--- config.mk ---
export PLATFORM = sky130hd
export DESIGN_NAME = button_start_ctrl
export DESIGN_NICKNAME = d
export VERILOG_FILES = /design/src/rtl/button_start_ctrl.sv
export SDC_FILE = /design/constraint.sdc
export NUM_CORES = 1
export LEC_CHECK = 0
export BUFFER_PORTS_ARGS = -buffer_cell sky130_fd_sc_hd__buf_2
export CORE_ASPECT_RATIO = 1.25
export CORE_MARGIN = 2
export CORE_UTILIZATION = 55
export CTS_CLUSTER_SIZE = 16
export DETAILED_ROUTE_END_ITERATION = 12
export PLACE_DENSITY = 0.73
export SLEW_MARGIN = 20
export SYNTH_ARGS = -nofsm -noshare
export SYNTH_HDL_FRONTEND = slang
export SYNTH_SLANG_ARGS = --single-unit
--- constraint.sdc ---
create_clock -name clock_in -period 3.27 [get_ports clock_in]
set_clock_uncertainty 0.2 [all_clocks]
set_input_delay 0.654 -clock clock_in [delete_from_list [all_inputs] [get_ports clock_in]]
set_output_delay 0.654 -clock clock_in [all_outputs]
set_load 0.02 [all_outputs]
--- src/rtl/button_start_ctrl.sv ---
// button_start_ctrl: syncs and debounces the start pushbutton, emits one start (or reject when busy) per press.
// Optional BUTTON_AUTO_REPEAT_EN: while held, each busy_in falling edge re-fires start_out.
module button_start_ctrl #(
  parameter int DEBOUNCE_CYCLES = 80000,
  parameter int CNT_W = 17,
  parameter bit ACTIVE_LOW = 1'b1
) (
  input  logic clock_in,
  input  logic reset_in,
  input  logic button_in,
  input  logic busy_in,
  output logic start_out,
  output logic pressed_out,
  output logic reject_out
);
  typedef enum logic [1:0] {RELEASED, PRESS_WAIT, PRESSED, RELEASE_WAIT} state_t;
  localparam logic [CNT_W-1:0] LAST = CNT_W'(DEBOUNCE_CYCLES - 1);
  state_t state, state_n;
  logic [CNT_W-1:0] cnt, cnt_n;
  logic sync_a, sync_b, p, accept, pressed_n, rep;
  assign p = sync_b ^ ACTIVE_LOW;
  // reset loads the idle pad level so reset never looks like a press edge
  always_ff @(posedge clock_in or posedge reset_in)
    if (reset_in) begin
      sync_a <= ACTIVE_LOW;
      sync_b <= ACTIVE_LOW;
    end else begin
      sync_a <= button_in;
      sync_b <= sync_a;
    end
`ifdef BUTTON_AUTO_REPEAT_EN
  logic busy_q;
  always_ff @(posedge clock_in or posedge reset_in)
    if (reset_in) busy_q <= 1'b0;
    else busy_q <= busy_in;
  assign rep = (state == PRESSED) && busy_q && !busy_in && !start_out;
`else
  assign rep = 1'b0;
`endif
  always_comb begin
    state_n = state;
    cnt_n = cnt;
    accept = 1'b0;
    pressed_n = pressed_out;
    unique case (state)
      RELEASED: if (p) begin
        state_n = PRESS_WAIT;
        cnt_n = '0;
      end
      PRESS_WAIT: if (!p) state_n = RELEASED;
      else if (cnt == LAST) begin
        state_n = PRESSED;
        pressed_n = 1'b1;
        accept = 1'b1;
      end else cnt_n = cnt + CNT_W'(1);
      PRESSED: if (!p) begin
        state_n = RELEASE_WAIT;
        cnt_n = '0;
      end
      RELEASE_WAIT: if (p) state_n = PRESSED;
      else if (cnt == LAST) begin
        state_n = RELEASED;
        pressed_n = 1'b0;
      end else cnt_n = cnt + CNT_W'(1);
    endcase
  end
  always_ff @(posedge clock_in or posedge reset_in)
    if (reset_in) begin
      state <= RELEASED;
      cnt <= '0;
      pressed_out <= 1'b0;
      start_out <= 1'b0;
      reject_out <= 1'b0;
    end else begin
      state <= state_n;
      cnt <= cnt_n;
      pressed_out <= pressed_n;
      start_out <= (accept && !busy_in) || rep;
      reject_out <= accept && busy_in;
    end
endmodule
==> metrics.txt, run 1 <==
maxcap violations=0; initial drt markers=39; delay-heaviest family, CP=flip-flops; Slew @ Worst Pin=0.886 ns; gr ovfl total=0; arrival time at the worst endpoint=2.15 ns; headroom to the max-slew limit=40.9%; dpl ws=1.16 ns; Post-synth EDFFs=0; Finished Layout Cells=179; Max Slew Vio Count=0; highest-count cells in the layout ignoring fill and taps=22 x dfrtp_1, 15 x nand2_1, 7 x nand3_1; Mapped Cells=144; Critical Path Start Type=flop; number of synthesized register bits=24; PortBufs=6; DRC viols=0; hold_buf cts=0; Power Total=0.000541 W; gr usage total=22.1%; total number of vias=1126; RD Place Congestion=0.862; row cnt=20; fill count=217; CP max-delay cell=dfrtp_1; Final nets=152; Starting Density=58.8%; path type of the worst min-delay path=flop to flop; DR WL/cell=16.2 um; Post-Route WL=2900 um; Synth Warn #=0; FMAX=0.469 GHz; PD cells=355 nW/um^2; setup ws final=1.14 ns; post-cts resize count=0; number of global-route vias before repair=1160; Seq/Total Area, Yosys=41.4%; Pleak=0.691 nW; syn_nets=149; gr busiest metal=met2; Post-synth ARST share=100%; Core Region=2480 um^2; fin crit share=65.2%; count of cell types in the netlist=50; layout cells sized above 1=19.9%; Area after DPL=1490 um^2; Placed Cells incl. Taps=175; Design Area, Final=1520 um^2; clock buffer count from CTS=3; Top Ports=7; setup bufs post-CTS=0; DRT Pass-1 Iters=4; Die Span X=50.0 um; worst skew pair latency=0.32 ns; Main synth FF type=dfrtp_1; H-Tree Depth=1; status=finished, final reports clean; CP cell instances=nor4b_4 > nand3_4 > o21ai_4 > inv_4 > a21o_1; Worst setup EP type=flop; RSZ-0062 raised after global routing=no; synthesized area=1460 um^2; met3 GRT Util=3.64%; CTS Root Cell=clkbuf_4; Clock Pin Slew Worst Setup and Hold Paths=0.14 ns; min cycle time layout=2.13 ns; Post-DP HPWL=2080 um; Post-Syn Area per Cell=10.1 um^2; antenna diode count=0; final setup vio count=0; Crit Path Class=flop to flop; CP Data Required Time=3.28 ns; Die ar.=3080 um^2; initial antenna violation count=0; largest net degree at the start of global routing=25; leading cell type in the layout, fill and taps excluded=dfrtp_1; vias per std cell=6.29; CP Buf/Inv Count=1; first-pass GRT wire length=5100 um; CTS max path bufs=2; CP peak stage delay=0.70 ns; setup TNS=0 ns; Fin. Hold Viols=0; Area Overhead vs Synth=4.55%; VDD IR max=0.275 mV; CTS tree=yes; met1 Resource Use GR=25.7%; die span in y=61.6 um; met2 usage=40.8%; CP Max Fanout=17; post-route ant nets=0; CTS sink count=24
## metrics by stage
stage	util [%]	hold slack, ns
floorplan	-	0.145
global placement	60.1	0.151
detailed placement	60.1	0.153
CTS	61.5	0.171
global route	61.5	0.177
finish	61.5	0.170
## power breakdown
| part | internal, W | switching, W |
|---|---|---|
| logic | 0.0000223 | 0.0000275 |
| registers | 0.000311 | 0.0000228 |
| clock network | 0.0000681 | 0.0000892 |
## final cells by class
class	count	area (um^2)	share of cell area (%)
repair buffers	7	37.5	2.46
well taps	33	41.3	2.71
inverters	5	21.3	1.40
clock buffers	4	36.3	2.38
multi-input cells	106	785	51.5
flip-flops and latches	24	603	39.6
## path summary, 6_finish.rpt
kind / start / endpoint / slack (ns) / cells past startpoint
min: sync_a$_DFF_PP1_ / sync_b$_DFF_PP1_ / 0.17 / 0
min in group asynchronous: reset_in / async pin / 0.30 / 2
max in group asynchronous: reset_in / cnt[8]$_DFFE_PP0P_ / 2.01 / 2
max: state[0]$_DFFE_PP0P_ / cnt[8]$_DFFE_PP0P_ / 1.14 / 5
min reg2reg: sync_a$_DFF_PP1_ / sync_b$_DFF_PP1_ / 0.17 / 0
max reg2reg: state[0]$_DFFE_PP0P_ / cnt[8]$_DFFE_PP0P_ / 1.14 / 5
## Yosys cell counts, drive strengths merged (2+ instances only)
master,number,share of area [%]
inv,5,1.5
nand4,5,2.6
o211ai,6,3.1
and3,6,2.7
dfstp,2,3.6
nor3,5,1.7
a21o,2,1.1
and2,8,3.6
nor4b,3,3.9
mux2i,5,3.4
nand2,16,4.3
buf,5,2.1
o41ai,3,1.8
dfrtp,22,38
nand3,8,3.6
a2bb2oi,3,1.8
a31oi,3,1.3
nor4,4,2.7
clkbuf,4,1.2
o21ai,4,2.1
o21a,2,1.0
and4,4,2.5
o2bb2ai,2,1.2
or3,4,1.7
## sequential cells by signal (all words and copies together) (netlist names), named ones only
| signal | count |
|---|---|
| sync_b | 1 |
| reject_out | 1 |
| start_out | 1 |
| sync_a | 1 |
| pressed_out | 1 |
| state | 1 |
| cnt | 17 |
## metal layers
layer | part of all wire [%] | wire (um) | vias up
li1 | - | - | 554
met4 | 0.93 | 27 | 0
met3 | 4.3 | 125 | 4
met5 | 0 | 0 | -
met1 | 43 | 1250 | 543
met2 | 52 | 1500 | 25
## logic make-up after synthesis
group	after synthesis	synth area share, %
mux	6	4.21
compound gates	32	17.6
xor+xnor	2	1.20
flops	24	41.4
fa+ha+maj	1	0.858
buf+inv	14	4.81
simple gates	65	30.0
Power figures use the tool's default switching activity.
==> inputs of run 2 (changes only) <==
- CORE_UTILIZATION: 55 -> 54
- PLACE_DENSITY: 0.73 -> 0.74
- clock period: 3.27 -> 1.85 ns (I/O delays scaled with it)
==> metrics.txt, run 2 (synthesis results as in run 1) <==
RSZ-0062 raised after global routing=yes; FMAX=0.550 GHz (+17%); CP max-delay cell=dfrtp_2; RD Place Congestion=0.948 (+10%); delay-heaviest family, CP=simple AND/OR/NAND/NOR gates; Max Slew Vio Count=0 (unchanged); maxcap violations=0 (unchanged); Final nets=180 (+18%); Fin. Hold Viols=0 (unchanged); Post-DP HPWL=2480 um (+19%); CP Buf/Inv Count=0 (-1); gr usage total=24.2% (+2.1 points); DR WL/cell=16.8 um (+3.6%); worst skew pair latency=0.33 ns (about the same); CP Data Required Time=1.91 ns (-1.37 ns); CTS max path bufs=2 (unchanged); final setup vio count=0 (unchanged); Slew @ Worst Pin=0.402 ns (-0.484 ns); Critical Path Start Type=flop; PD cells=559 nW/um^2 (+58%); PortBufs=6 (unchanged); Finished Layout Cells=208 (+16%); Reg2Reg Setup Slack=0.03 ns (-1.11 ns); CTS tree=yes; CP peak stage delay=0.47 ns (-0.23 ns); path type of the worst min-delay path=flop to flop; Starting Density=55.5% (-3.4 points); CTS sink count=24 (unchanged); Pleak=0.836 nW (+21%); Top Ports=7 (unchanged); fill count=193 (-11%); headroom to the max-slew limit=73.1% (+32 points); antenna diode count=0 (unchanged); arrival time at the worst endpoint=1.88 ns (-0.27 ns); Post-Route WL=3490 um (+20%); CP Max Fanout=6 (-11); largest register by flop count=cnt; CTS Root Cell=clkbuf_4; total number of vias=1267 (+13%); Placed Cells incl. Taps=198 (+13%); max reg flops=17 (unchanged); min cycle time layout=1.82 ns (-0.314 ns); number of global-route vias before repair=1199 (+3.4%); Die ar.=3130 um^2 (+1.7%); H-Tree Depth=1 (unchanged); first-pass GRT wire length=5540 um (+8.6%); Core Region=2630 um^2 (+6.1%); Die Span X=50.5 um (+0.85%); DRC viols=0 (unchanged); largest net degree at the start of global routing=25 (unchanged); VDD IR max=0.599 mV (+120%); setup TNS=0 ns (unchanged); vias per std cell=6.09 (-3.2%); area of the multi-input gates=850 um^2 (+8.3%); Reg area=608 um^2 (+0.83%); gr ovfl total=0 (unchanged); initial antenna violation count=0 (unchanged); Clock Pin Slew Worst Setup and Hold Paths=0.13 ns (about the same); die span in y=62.1 um (+0.87%); post-route ant nets=0 (unchanged); initial drt markers=40 (+2.6%); Finished Core Util=69.0% (+7.5 points); clock buffer count from CTS=3 (unchanged); layout cells sized above 1=37.9% (+18 points); row cnt=21 (+5.0%); Area Overhead vs Synth=24.4%; Worst setup EP type=flop; fin crit share=98.3% (+33 points); Crit Path Class=flop to flop; leading cell type in the layout, fill and taps excluded=buf_4; status=finished, final reports clean; DRT Pass-1 Iters=4 (unchanged); CP cell instances=nor4b_4 > nand3_4 > o21ai_2 > o2bb2ai_1; highest-count cells in the layout ignoring fill and taps=23 x buf_4, 18 x dfrtp_1, 15 x nand2_1
[run 2: changes by cell type in the layout (fill, tap and decap cells not counted), moves of 2 or more]
cell,delta
buf_6,+2
dfrtp_2,+4
dlygate4sd3_1,+3
dfrtp_1,-4
buf_4,+22
[run 2: area by class of cell]
type	count	area share, %
Clock buffer	4	2.00
Inverter	5	1.17
Multi-Input combinational cell	107	46.9
Sequential cell	24	33.5
Tap cell	34	2.35
Timing Repair Buffer	34	14.1
[run 2: metrics by stage]
stage / total power, W / worst slack [ns] / cell area [um^2] / hold slack, ns
after global placement: 0.000705 / 0.0182 / 1660 / 0.146
final: 0.00101 / 0.0313 / 1810 / 0.166
after global routing: 0.00105 / -0.0379 / 1810 / 0.169
after detailed placement: 0.000714 / -0.0198 / 1660 / 0.149
after CTS: 0.00101 / 0.00817 / 1750 / 0.168
after floorplan: 0.000662 / 0.0353 / 1460 / 0.145
[run 2: report_power, final]
| part | leakage [nW] | internal [W] | switching (W) |
|---|---|---|---|
| Combinational | 0.499 | 0.0000708 | 0.0000706 |
| Sequential | 0.316 | 0.000551 | 0.0000352 |
| Clock | 0.0210 | 0.000121 | 0.000166 |
[run 2: timing repair]
item / 4_1_cts / 5_1_grt
setup buffers: 0 / 2
resized for setup: 4 / 12
gates cloned: 1 / 0
hold buffers: 3 / 0
hold endpoints to repair: 24 / 0
pin swaps: 3 / 5
endpoints found under the setup margin: 6 / 12
[run 2: routing by layer]
metal | track usage [%] | wire (um) | vias up
li1 | - | - | 613
met1 | 28.7 | 1510 | 615
met2 | 41.7 | 1760 | 26
met3 | 4.78 | 99 | 13
met4 | 13.5 | 119 | 0
met5 | 0 | 0 | -
[run 2: path summary, 6_finish.rpt]
path / from / endpoint / depth (start not counted)
setup / recovery: cnt[7]$_DFFE_PP0P_ / cnt[4]$_DFFE_PP0P_ / 4
hold / removal: sync_a$_DFF_PP1_ / sync_b$_DFF_PP1_ / 0
setup reg to reg: cnt[7]$_DFFE_PP0P_ / cnt[4]$_DFFE_PP0P_ / 4
hold reg to reg: sync_a$_DFF_PP1_ / sync_b$_DFF_PP1_ / 0
max in group asynchronous: reset_in / sync_b$_DFF_PP1_ / 4
min in group asynchronous: reset_in / cnt[0]$_DFFE_PP0P_ / 4
==> inputs of run 3 (changes only) <==
- CORE_UTILIZATION: 54 -> 52
- PLACE_DENSITY: 0.74 -> 0.72
==> metrics.txt, run 3 (synthesis results as in run 1) <==
status=finished, final reports clean; total number of vias=1310 (+3.4%); path type of the worst min-delay path=flop to flop; launch point of the worst reg-to-reg path=cnt[0]$_DFFE_PP0P_; Post-Route WL=3580 um (+2.6%); fill count=213 (+10%); vias per std cell=6.04 (-0.89%); Die Span X=51.4 um (+1.8%); Final nets=189 (+5.0%); highest-count cells in the layout ignoring fill and taps=34 x buf_4, 21 x dfrtp_1, 15 x nand2_1; Finished Layout Cells=217 (+4.3%); Crit Path Class=flop to flop; CP Data Required Time=1.87 ns (-0.04 ns); initial antenna violation count=0 (unchanged); initial drt markers=56 (+40%); Worst setup EP type=flop; delay-heaviest family, CP=simple AND/OR/NAND/NOR gates; Clock Pin Slew Worst Setup and Hold Paths=0.14 ns (about the same); PD cells=525 nW/um^2 (-6.2%); Die ar.=3250 um^2 (+3.6%); final setup vio count=0 (unchanged); Max Slew Vio Count=0 (unchanged); PortBufs=6 (unchanged); H-Tree Depth=1 (unchanged); FMAX=0.545 GHz (-0.80%); largest register by flop count=cnt; RSZ-0062 raised after global routing=yes; first-pass GRT wire length=5710 um (+3.0%); Area Overhead vs Synth=25.9%; row cnt=21 (unchanged); Post-DP HPWL=2530 um (+2.1%); clock buffer count from CTS=3 (unchanged); die span in y=63.2 um (+1.8%); Top Ports=7 (unchanged); Finished Core Util=68.5% (-0.51 points); CTS Root Cell=clkbuf_4; antenna diode count=0 (unchanged); Critical Path Start Type=flop; gr ovfl total=0 (unchanged); CP cell instances=buf_4 > buf_4 > and4_1 > nand4_1 > and3_1 > a211o_1; Fin. Hold Viols=0 (unchanged); DRT Pass-1 Iters=4 (unchanged); Min-Delay Startpoint=sync_a$_DFF_PP1_; hold depth=0 (unchanged); headroom to the max-slew limit=74.1% (+1.0 points); Reg2Reg Setup Slack=0.02 ns (about the same); Worst R2R Path Depth=6 (+2); Most common cell on crit path=buf_4; number of global-route vias before repair=1254 (+4.6%); CTS sink count=24 (unchanged); largest net degree at the start of global routing=25 (unchanged); maxcap violations=0 (unchanged); max reg flops=17 (unchanged); worst hold endpoint=sync_b$_DFF_PP1_; Pleak=0.891 nW (+6.5%); CTS tree=yes; CP max-delay cell=dfrtp_1; Core Region=2680 um^2 (+2.0%); CP Max Fanout=4 (-2); post-route ant nets=0 (unchanged); leading cell type in the layout, fill and taps excluded=buf_4; DRC viols=0 (unchanged); CP peak stage delay=0.38 ns (-0.09 ns); reg2reg end=cnt[11]$_DFFE_PP0P_; DR WL/cell=16.5 um (-1.7%); fin crit share=99.1% (+0.79 points); RD Place Congestion=0.932 (-1.7%); Slew @ Worst Pin=0.387 ns (-0.0150 ns); Placed Cells incl. Taps=202 (+2.0%); CTS max path bufs=2 (unchanged); min cycle time layout=1.83 ns (+0.0146 ns); layout cells sized above 1=37.2% (-0.77 points); gr usage total=23.1% (-1.1 points); Starting Density=54.4% (-1.1 points); worst skew pair latency=0.32 ns (about the same); CP Buf/Inv Count=2 (+2); VDD IR max=0.526 mV (-12%); arrival time at the worst endpoint=1.86 ns (-0.02 ns)
[run 3: cell count changes in the layout (fill, tap and decap cells not counted), sizes merged]
cell / before / now
buf: 31 / 40
[run 3: worst reg2reg max path, cell delays in order (launching register included)]
cell,delay [ns]
dfrtp_1,0.38
buf_4,0.11
buf_4,0.10
and4_1,0.21
nand4_1,0.23
and3_1,0.26
a211o_1,0.26
[run 3: power by group]
group | total, W | switching (W) | internal [W]
Combinational | 0.000139 | 0.0000678 | 0.0000712
Clock | 0.000241 | 0.000156 | 0.0000842
Sequential | 0.000584 | 0.0000341 | 0.000550
Total | 0.000963 | 0.000258 | 0.000705
[run 3: worst max-delay path by stage]
stage / cells past startpoint / slack [ns] / endpoint / from
2_1_floorplan: 5 / 0.04 / cnt[16]$_DFFE_PP0P_ / cnt[0]$_DFFE_PP0P_
3_3_place_gp: 3 / 0.03 / cnt[9]$_DFFE_PP0P_ / sync_b$_DFF_PP1_
3_5_place_dp: 5 / 0.01 / cnt[9]$_DFFE_PP0P_ / cnt[0]$_DFFE_PP0P_
4_1_cts: 6 / 0.009 / cnt[8]$_DFFE_PP0P_ / cnt[0]$_DFFE_PP0P_
5_1_grt: 5 / -0.04 / cnt[14]$_DFFE_PP0P_ / cnt[8]$_DFFE_PP0P_
6_report: 6 / 0.02 / cnt[11]$_DFFE_PP0P_ / cnt[0]$_DFFE_PP0P_
[run 3: layout make-up]
type                            instances  area [um^2]  area share [%]
Multi-Input combinational cell        107          826            45.0
Sequential cell                        24          604            32.9
Timing Repair Buffer                   43          315            17.2
Tap cell                               34         42.5            2.32
Clock buffer                            4         26.3            1.43
Inverter                                5         21.3            1.16
[run 3: metrics by stage]
stage | TNS (ns) | hold slack, ns | area (um^2) | total power (W) | setup slack (ns)
finish | 0 | 0.169 | 1840 | 0.000963 | 0.0167
detailed placement | 0 | 0.152 | 1690 | 0.000715 | 0.0108
floorplan | 0 | 0.145 | 1460 | 0.000662 | 0.0353
global route | -0.193 | 0.173 | 1840 | 0.00101 | -0.0415
CTS | 0 | 0.00421 | 1740 | 0.000954 | 0.00899
global placement | 0 | 0.150 | 1690 | 0.000710 | 0.0333
[run 3: what timing repair did]
action / 4_1_cts / 5_1_grt
gates cloned: 0 / 1
setup endpoints to repair: 1 / 14
pin swaps: 0 / 4
hold buffers: 2 / 1
hold endpoints to repair: 23 / 1
setup buffers: 0 / 7
gates resized for setup: 1 / 8
[run 3: metal layers]
| metal | wire length (um) | global-route usage, % | vias to the layer above |
|---|---|---|---|
| li1 | - | - | 629 |
| met1 | 1510 | 31.3 | 642 |
| met2 | 1860 | 38.6 | 31 |
| met3 | 132 | 2.84 | 8 |
| met4 | 78 | 6.58 | 0 |
| met5 | 0 | 0 | - |
